## src/rtl/instr_fetch_seq_if.sv

```systemverilog
// Instruction-memory request/response bus between the fetch sequencer and memory.
interface instr_fetch_seq_if;
   logic        imem_req;
   logic [63:0] imem_addr;
   logic [31:0] imem_rdata;
   logic        imem_valid;

   modport master (
      output imem_req,
      output imem_addr,
      input  imem_rdata,
      input  imem_valid
   );

   modport slave (
      input  imem_req,
      input  imem_addr,
      output imem_rdata,
      output imem_valid
   );
endinterface

```

## src/rtl/instr_fetch_seq.sv

```systemverilog
// Fetch/execute sequencer for a single-cycle datapath: fetches one instruction at a
// time, presents it for one cycle, then advances the PC (sequential or branch).
module instr_fetch_seq #(
   parameter logic [63:0] RESET_PC = 64'h0,
   parameter int unsigned TIMEOUT  = 16
) (
   input  logic               clk,
   input  logic               rst,
   input  logic               start,
   instr_fetch_seq_if.master  imem,
   output logic [31:0]        instr,
   output logic               instr_valid,
   input  logic               branch_taken,
   input  logic [63:0]        branch_target,
   output logic [63:0]        pc,
   output logic               halted,
   output logic               err,
   output logic [31:0]        retired
);

   typedef enum logic [2:0] {IDLE, FETCH, EXEC, HALT, ERROR} state_t;

   localparam logic [31:0] NOP    = 32'h0000_0013;
   localparam logic [31:0] ECALL  = 32'h0000_0073;
   localparam logic [31:0] EBREAK = 32'h0010_0073;
   // Last count value before the TIMEOUT-th response-less FETCH cycle.
   localparam logic [7:0]  TCNT_LAST = 8'(TIMEOUT - 1);

   state_t      state_q, state_d;
   logic [63:0] pc_q, pc_d;
   logic [31:0] instr_q, instr_d;
   logic        instr_valid_q, instr_valid_d;
   logic        req_q, req_d;
   logic        halted_q, halted_d;
   logic        err_q, err_d;
   logic [31:0] retired_q, retired_d;
   logic [7:0]  tcnt_q, tcnt_d;

   // Next-state and next-output decode; every register holds unless a transition says otherwise.
   always_comb begin
      state_d       = state_q;
      pc_d          = pc_q;
      instr_d       = instr_q;
      instr_valid_d = 1'b0;
      req_d         = req_q;
      halted_d      = halted_q;
      err_d         = err_q;
      retired_d     = retired_q;
      tcnt_d        = tcnt_q;

      unique case (state_q)
         IDLE, HALT, ERROR: begin
            if (start) begin
               state_d   = FETCH;
               pc_d      = RESET_PC;
               retired_d = 32'h0;
               tcnt_d    = 8'h0;
               req_d     = 1'b1;
               halted_d  = 1'b0;
               err_d     = 1'b0;
            end
         end
         FETCH: begin
            if (imem.imem_valid) begin
               // A response in the last allowed cycle still wins over the timeout.
               state_d       = EXEC;
               instr_d       = imem.imem_rdata;
               instr_valid_d = 1'b1;
               req_d         = 1'b0;
            end else if (tcnt_q == TCNT_LAST) begin
               state_d = ERROR;
               req_d   = 1'b0;
               err_d   = 1'b1;
            end else begin
               tcnt_d = tcnt_q + 8'h1;
            end
         end
         EXEC: begin
            retired_d = retired_q + 32'h1;
            pc_d      = branch_taken ? {branch_target[63:1], 1'b0} : pc_q + 64'd4;
            if (instr_q == ECALL || instr_q == EBREAK) begin
               state_d  = HALT;
               halted_d = 1'b1;
            end else begin
               state_d = FETCH;
               req_d   = 1'b1;
               tcnt_d  = 8'h0;
            end
         end
         default: begin
            state_d = IDLE;
            req_d   = 1'b0;
         end
      endcase
   end

   // State and registered outputs; reset abandons any outstanding fetch.
   always_ff @(posedge clk or posedge rst) begin
      if (rst) begin
         state_q       <= IDLE;
         pc_q          <= RESET_PC;
         instr_q       <= NOP;
         instr_valid_q <= 1'b0;
         req_q         <= 1'b0;
         halted_q      <= 1'b0;
         err_q         <= 1'b0;
         retired_q     <= 32'h0;
         tcnt_q        <= 8'h0;
      end else begin
         state_q       <= state_d;
         pc_q          <= pc_d;
         instr_q       <= instr_d;
         instr_valid_q <= instr_valid_d;
         req_q         <= req_d;
         halted_q      <= halted_d;
         err_q         <= err_d;
         retired_q     <= retired_d;
         tcnt_q        <= tcnt_d;
      end
   end

   assign imem.imem_req  = req_q;
   assign imem.imem_addr = pc_q;
   assign pc             = pc_q;
   assign instr          = instr_q;
   assign instr_valid    = instr_valid_q;
   assign halted         = halted_q;
   assign err            = err_q;
   assign retired        = retired_q;

endmodule

```

## src/flat_wrapper.sv

```systemverilog
// flat-port wrapper written by rule: the top's interface ports become plain ports
module instr_fetch_seq_flat 
#(
   parameter logic [63:0] RESET_PC = 64'h0,
   parameter int unsigned TIMEOUT  = 16
)
  (clk, rst, start, instr, instr_valid, branch_taken, branch_target, pc, halted, err, retired, imem_imem_req, imem_imem_addr, imem_imem_rdata, imem_imem_valid);
  instr_fetch_seq_if imem_i ();
  input  logic clk;
  input  logic rst;
  input  logic start;
  output logic [31:0] instr;
  output logic instr_valid;
  input  logic branch_taken;
  input  logic [63:0] branch_target;
  output logic [63:0] pc;
  output logic halted;
  output logic err;
  output logic [31:0] retired;
  output wire logic [$bits(imem_i.imem_req)-1:0] imem_imem_req;
  output wire logic [$bits(imem_i.imem_addr)-1:0] imem_imem_addr;
  input wire logic [$bits(imem_i.imem_rdata)-1:0] imem_imem_rdata;
  input wire logic [$bits(imem_i.imem_valid)-1:0] imem_imem_valid;
  assign imem_imem_req = imem_i.imem_req;
  assign imem_imem_addr = imem_i.imem_addr;
  assign imem_i.imem_rdata = imem_imem_rdata;
  assign imem_i.imem_valid = imem_imem_valid;
  instr_fetch_seq #(.RESET_PC(RESET_PC), .TIMEOUT(TIMEOUT)) u_core (.clk(clk), .rst(rst), .start(start), .imem(imem_i), .instr(instr), .instr_valid(instr_valid), .branch_taken(branch_taken), .branch_target(branch_target), .pc(pc), .halted(halted), .err(err), .retired(retired));
endmodule
```

## config.mk

```make
export PLATFORM = sky130hd
export DESIGN_NAME = instr_fetch_seq_flat
export DESIGN_NICKNAME = d
export VERILOG_FILES = /design/src/rtl/instr_fetch_seq_if.sv /design/src/rtl/instr_fetch_seq.sv /design/src/flat_wrapper.sv
export SDC_FILE = /design/constraint.sdc
export NUM_CORES = 1
export LEC_CHECK = 0
export BUFFER_PORTS_ARGS = -buffer_cell sky130_fd_sc_hd__buf_2
export CAP_MARGIN = 10
export CORE_ASPECT_RATIO = 1.5
export CORE_MARGIN = 3
export CORE_UTILIZATION = 45
export CTS_BUF_LIST = sky130_fd_sc_hd__clkbuf_16
export DETAILED_ROUTE_END_ITERATION = 6
export PLACE_DENSITY = 0.87
export SETUP_SLACK_MARGIN = 0.05
export SLEW_MARGIN = 0
export SYNTH_ARGS = -nofsm -noshare
export SYNTH_HDL_FRONTEND = slang
export SYNTH_SLANG_ARGS = --single-unit
```

## constraint.sdc

```tcl
create_clock -name clk -period 3.7 [get_ports clk]
set_clock_uncertainty 0.05 [all_clocks]
set_input_delay 0 -clock clk [delete_from_list [all_inputs] [get_ports clk]]
set_output_delay 0 -clock clk [all_outputs]
set_load 0.03 [all_outputs]
```

==> results.txt, run 1 <==
status -> complete, no violations
die width -> 115 um
Via Count -> 8600
Final Power -> 8.73 mW
Worst Hold End -> u_core.imem.imem_addr[1]$_DFFE_PP0P_
Die Area -> 0.0195 mm2
final hold vios -> 0
io pins -> 297
clock tree from TritonCTS -> yes
R2R Setup Slk -> 670 ps
Inserted Clock Buffers -> 17
antenna cell count -> 0
Max transition margin -> 0.312
Yosys top cell by area -> dfrtp_1
post-cts repair resize count -> 0
Post-synth EDFFs -> 0
top cells by area, synth -> dfrtp_1 43%, buf_4 6.1%, o21ai_0 5.9%, mux2_2 4.5%, nand2_1 4.3%
PD cells -> 804 mW/mm2
postcts setup bufs -> 0
Synth Flop Type -> dfrtp_1
WS Path Type -> register to register
worst hold path type -> input port to register
Overflow after GRT -> 0
Clock Latency Late Sink -> 430 ps
max-slew violations -> 0
Worst setup EP type -> register
Initial Util -> 0.460
Die Ht -> 170 um
vias in the first global route -> 8369
first-pass GRT wire length -> 43.5 mm
Req. time, crit path -> 3950 ps
area delta synth->final -> 35.4%
unrepaired setup endpoints after global routing -> false
VDD IR max -> 590 uV
Seq cells post-synth -> 142
worst hold path depth -> 4
GRT Util Overall -> 0.277
DR WL/cell -> 19.2 um
critical path fanouts, max -> 14
Mapped Area -> 0.00802 mm2
Ys Warns -> 0
r2r startpoint -> u_core.state_q[1]$_DFFE_PP0P_
worst r2r path cells -> 6
clk buf depth -> 2
DR pass1 iterations -> 5
Final Critical Period -> 3030 ps
measured slew at the worst slew-check pin -> 1030 ps
largest net degree at the start of global routing -> 80
CTS root buffer -> clkbuf_16
Avg Cell Area, Syn -> 9.03 um2
Final Util -> 0.623
DRT iter0 DRCs -> 774
share of layout cells above drive strength 1 -> 0.322
unique cell type count in the Yosys netlist -> 58
Crit Reg-Reg Endpoint -> u_core.retired[21]$_DFFE_PP0P_
IO buf count -> 293
antenna violations before repair -> 0
nets -> 1309
htree depth -> 4
endpoints failing setup -> 0
post-synthesis sequential area ratio -> 0.444
Final Cycle Share -> 0.820
TNS Setup -> 0 ps
dpl hpwl -> 17.5 mm
DRT antenna net count -> 0
DRC violations left -> 0
Max-cap violations -> 0
share of the synthesized area in the top cell type -> 0.434
Leak -> 5.18 nW
Reg clk slew, reported paths -> 70 ps
synthesized netlist cell count -> 888
asr flop ratio synth -> 1.00
vias per cell -> 6.01
clock sink total -> 142
Placement Rows -> 59
Core ar. -> 0.0174 mm2
fmax -> 330 MHz
CP arrival -> 3280 ps
hold_sp -> branch_taken
Placer Congestion -> 0.922
final wirelength -> 27.5 mm
Worst setup SP type -> register
==> Yosys cell counts, drive strengths merged (3+ instances only) <==
cell / count
or3: 4
and3: 23
o311ai: 14
a32o: 3
a32oi: 4
mux2: 32
buf: 68
inv: 15
nand3: 61
or4: 6
nand2: 92
a221o: 3
and2: 5
o21a: 4
nor3: 17
nor2b: 3
o22ai: 4
nor3b: 3
mux2i: 14
a21o: 3
nor4b: 3
o211ai: 12
a22oi: 14
nor2: 43
and4: 7
xnor2: 3
nor4: 29
o31ai: 6
o211a: 3
a21oi: 41
or2: 5
xor2: 7
ha: 3
dfrtp: 139
o21ai: 97
dfstp: 3
clkbuf: 42
a31oi: 11
nand4: 26
==> layout make-up <==
type                            instances  area (um2)
Clock buffer                           17         425
Clock inverter                         15         196
Fill cell                            1321        6570
Inverter                               15        60.1
Multi-Input combinational cell        622        3770
Sequential cell                       142        3560
Tap cell                              213         267
Timing Repair Buffer                  407        2580
==> worst max-delay path, stage by stage, from the launching register on <==
cell	delay [ps]
dfrtp_1	600
nor3b_2	800
nand3_1	380
nor4_1	690
nand3_1	170
nand3_1	110
o21ai_0	110
==> where the power goes <==
| part | switching, mW | total (mW) | leakage [nW] | internal [mW] |
|---|---|---|---|---|
| combinational | 2.81 | 4.03 | 3.00 | 1.22 |
| clock | 0.786 | 1.82 | 0.298 | 1.03 |
| sequential | 0.818 | 2.89 | 1.87 | 2.07 |
| total | 4.41 | 8.73 | 5.18 | 4.32 |
==> routing by layer <==
layer,global-route usage,up-vias,share of wire
met4,0.139,0,0.043
met3,0.0635,100,0.077
met2,0.484,523,0.51
met5,0,-,0
li1,-,3873,-
met1,0.312,4104,0.37
==> through the flow <==
step	hold WS, ps	cells	setup slack, ps	area [um2]
after floorplan	32.5	889	960	8030
after global placement	161	1300	783	9250
after detailed placement	167	1300	686	9250
after CTS	2.31	1430	646	10900
after global routing	77.4	1431	296	10900
final	17.3	1431	665	10900
==> cell usage in the layout, fill, tap and decap left out, types with 4 or more instances in the layout <==
cell / n
a21oi_1: 40
a22oi_1: 14
a31oi_1: 11
a32oi_1: 4
and2_1: 5
and3_1: 23
and4_1: 7
buf_2: 294
buf_4: 14
clkbuf_16: 17
dfrtp_1: 139
dlygate4sd3_1: 98
inv_1: 14
inv_6: 4
inv_8: 4
mux2_2: 32
mux2i_1: 14
nand2_1: 91
nand3_1: 61
nand4_1: 25
nor2_1: 42
nor3_1: 17
nor4_1: 28
o211ai_1: 12
o21a_1: 4
o21ai_0: 95
o22ai_1: 4
o311ai_0: 14
o31ai_1: 6
or2_2: 5
or3_1: 4
or4_1: 5
xor2_1: 7
==> state kept, by name, indices dropped and copies added, names as in the netlist <==
register	cells
u_core.imem.imem_addr	63
u_core.instr	32
u_core.retired	32
u_core.tcnt_q	8
u_core.state_q	3
u_core.err	1
u_core.halted	1
u_core.imem.imem_req	1
u_core.instr_valid	1
==> how the worst max path moves through the flow <==
stage | end | from | slack (ps)
floorplan | u_core.imem.imem_addr[47]$_DFFE_PP0P_ | u_core.imem.imem_addr[18]$_DFFE_PP0P_ | 960
global placement | u_core.retired[23]$_DFFE_PP0P_ | u_core.state_q[1]$_DFFE_PP0P_ | 780
detailed placement | u_core.retired[21]$_DFFE_PP0P_ | u_core.state_q[1]$_DFFE_PP0P_ | 690
CTS | u_core.retired[21]$_DFFE_PP0P_ | u_core.state_q[1]$_DFFE_PP0P_ | 650
global route | u_core.retired[21]$_DFFE_PP0P_ | u_core.state_q[1]$_DFFE_PP0P_ | 300
finish | u_core.retired[21]$_DFFE_PP0P_ | u_core.state_q[1]$_DFFE_PP0P_ | 670
==> logic make-up (layout without fill, tap and decap cells) <==
logic type / after synthesis / count (layout) / share of synthesized area
AND/OR/NAND/NOR: 334 / 334 / 0.215
adder cells (fa/ha/maj): 3 / 3 / 0.00468
flip-flops: 142 / 142 / 0.444
multiplexers: 46 / 46 / 0.0624
other: 1 / 2 / 0.000468
XOR/XNOR: 10 / 10 / 0.0109
AO/OA/AOI/OAI: 227 / 227 / 0.174
buffers and inverters: 125 / 454 / 0.0891
==> timing repair <==
action,CTS,global route
endpoints found under the setup margin,0,0
hold buffers,98,0
endpoints found under the hold margin,237,0
Note: power is estimated with default switching activity, not from simulation.
==> run 2: changes to the inputs <==
- clock period: 3.7 -> 2.6 ns (I/O delays scaled with it)
==> results.txt, run 2 (synthesis results as in run 1) <==
clock sink total -> 142 (unchanged)
Inserted Clock Buffers -> 17 (unchanged)
IO buf count -> 293 (unchanged)
Final Critical Period -> 2430 ps (-609 ps)
vias per cell -> 5.86 (-2.5%)
commonest non-fill, non-tap cell in the layout -> buf_2
Reg clk slew, reported paths -> 60 ps (about the same)
Max-cap violations -> 0 (unchanged)
unrepaired setup endpoints after global routing -> false
busiest grt layer -> met2
Final Util -> 0.641 (+0.0181)
measured slew at the worst slew-check pin -> 818 ps (-212 ps)
io pins -> 297 (unchanged)
endpoints failing setup -> 0 (unchanged)
Crit path largest cell delay -> 600 ps (-200 ps)
Via Count -> 8605 (+0.058%)
Clock Latency Late Sink -> 420 ps (about the same)
R2R Setup Slk -> 170 ps (-490 ps)
share of layout cells above drive strength 1 -> 0.354 (+0.0319)
Largest register FFs -> 63 (unchanged)
GRT Util Overall -> 0.272 (-0.00522)
worst hold path type -> input port to register
DR WL/cell -> 18.5 um (-3.6%)
antenna cell count -> 0 (unchanged)
Crit path depth -> 6 (unchanged)
critical path's slowest cell -> or4_4
largest net degree at the start of global routing -> 143 (+79%)
Core ar. -> 0.0174 mm2 (unchanged)
final hold vios -> 0 (unchanged)
M2 GR Usage -> 0.470 (-0.0149)
area delta synth->final -> 39.3%
Leak -> 5.35 nW (+3.4%)
Crit Reg-Reg Endpoint -> u_core.imem.imem_addr[51]$_DFFE_PP0P_
VDD IR max -> 725 uV (+23%)
GR Util met1 -> 0.310 (-0.00214)
htree depth -> 4 (unchanged)
DRC violations left -> 0 (unchanged)
first-pass GRT wire length -> 42.5 mm (-2.2%)
PD cells -> 1120 mW/mm2 (+40%)
postcts setup bufs -> 0 (unchanged)
WS Path Type -> register to register
Die Ht -> 170 um (unchanged)
DR pass1 iterations -> 5 (unchanged)
worst slack, placed -> -56.3 ps (-742 ps)
r2r startpoint -> u_core.imem.imem_addr[9]$_DFFE_PP0P_
max-slew violations -> 0 (unchanged)
vias in the first global route -> 8332 (-0.44%)
Initial Util -> 0.460 (unchanged)
footprint of the multi-input gates -> 0.00380 mm2 (+0.73%)
CTS root buffer -> clkbuf_16
clk buf depth -> 2 (unchanged)
final setup margin -> 174 ps (-491 ps)
Reg area -> 0.00357 mm2 (+0.46%)
critical path fanouts, max -> 7 (-7)
Max transition margin -> 0.455 (+0.143)
antenna violations before repair -> 0 (unchanged)
Hold Slack -> 70.2 ps (+52.9 ps)
DP Area -> 0.00959 mm2 (+3.7%)
die width -> 115 um (unchanged)
status -> complete, no violations
Worst setup SP type -> register
fmax -> 412 MHz (+25%)
Placement Rows -> 59 (unchanged)
commonest cells after routing, fill and taps aside -> 293 x buf_2, 126 x dfrtp_1, 98 x dlygate4sd3_1
Critical path origin -> u_core.imem.imem_addr[9]$_DFFE_PP0P_
CP arrival -> 2670 ps (-610 ps)
GR Util met3 -> 0.0521 (-0.0114)
final instance area -> 0.0112 mm2 (+2.9%)
dpl hpwl -> 18.1 mm (+3.8%)
final wirelength -> 27.2 mm (-1.1%)
nets -> 1346 (+2.8%)
Worst setup EP type -> register
DRT antenna net count -> 0 (unchanged)
crit-path cells -> nand4_2 -> or4_4 -> or4b_4 -> nor2_1 -> mux2i_1 -> o21ai_1
clock tree from TritonCTS -> yes
filler cell count -> 1316 (-0.38%)
Req. time, crit path -> 2840 ps (-1110 ps)
Overflow after GRT -> 0 (unchanged)
Placer Congestion -> 0.869 (-5.8%)
Final Cycle Share -> 0.933 (+0.113)
Buf/Inv on CP -> 0 (unchanged)
DRT iter0 DRCs -> 934 (+21%)
delay-heaviest family, CP -> simple AND/OR/NAND/NOR gates
crit path to -> u_core.imem.imem_addr[51]$_DFFE_PP0P_
worst r2r path cells -> 6 (unchanged)
Die Area -> 0.0195 mm2 (unchanged)
==> run 2: worst reg2reg max path, cell delays in order (launching register included) <==
cell	delay [ps]
dfrtp_2	370
nand4_2	130
or4_4	600
or4b_4	600
nor2_1	250
mux2i_1	240
o21ai_1	70
==> run 2: how the worst min path moves through the flow <==
stage	start	to	slack, ps	depth (start not counted)
final	branch_taken	u_core.imem.imem_addr[1]$_DFFE_PP0P_	70	4
after global routing	branch_taken	u_core.imem.imem_addr[1]$_DFFE_PP0P_	110	4
after CTS	branch_taken	u_core.imem.imem_addr[1]$_DFFE_PP0P_	60	4
after detailed placement	branch_target[57]	u_core.imem.imem_addr[57]$_DFFE_PP0P_	170	3
after global placement	branch_target[57]	u_core.imem.imem_addr[57]$_DFFE_PP0P_	160	3
after floorplan	start	u_core.retired[4]$_DFFE_PP0P_	30	1
==> run 2: what timing repair did <==
item / in CTS / in global routing
resized for setup: 2 / 2
pin swaps: 0 / 1
cloned: 0 / 0
endpoints found under the setup margin: 3 / 4
hold buffers: 98 / 0
hold endpoints to repair: 237 / 0
==> run 2: metrics by stage <==
stage,cells,total power [mW],setup TNS [ps]
6_report,1468,12.5,0
5_1_grt,1468,13.1,0
4_1_cts,1468,12.5,0
3_5_place_dp,1338,9.88,-64.5
3_3_place_gp,1338,9.73,0
2_1_floorplan,889,8.23,0
==> run 2: per-layer routing <==
layer | up-vias | share of wire
li1 | 3949 | -
met1 | 4098 | 0.37
met2 | 447 | 0.51
met3 | 111 | 0.066
met4 | 0 | 0.054
met5 | - | 0
==> run 2: report_power, final <==
| part | switching, mW | internal [mW] |
|---|---|---|
| registers | 0.846 | 2.96 |
| clock network | 1.02 | 1.43 |
| logic | 4.33 | 1.94 |
| total | 6.20 | 6.34 |
==> run 2: area by class of cell <==
type / instances / share of cell area
multi-input combinational: 622 / 0.340
sequential: 142 / 0.320
timing repair buffer: 444 / 0.258
clock buffer: 17 / 0.0381
tap: 213 / 0.0239
clock inverter: 15 / 0.0146
inverter: 15 / 0.00538
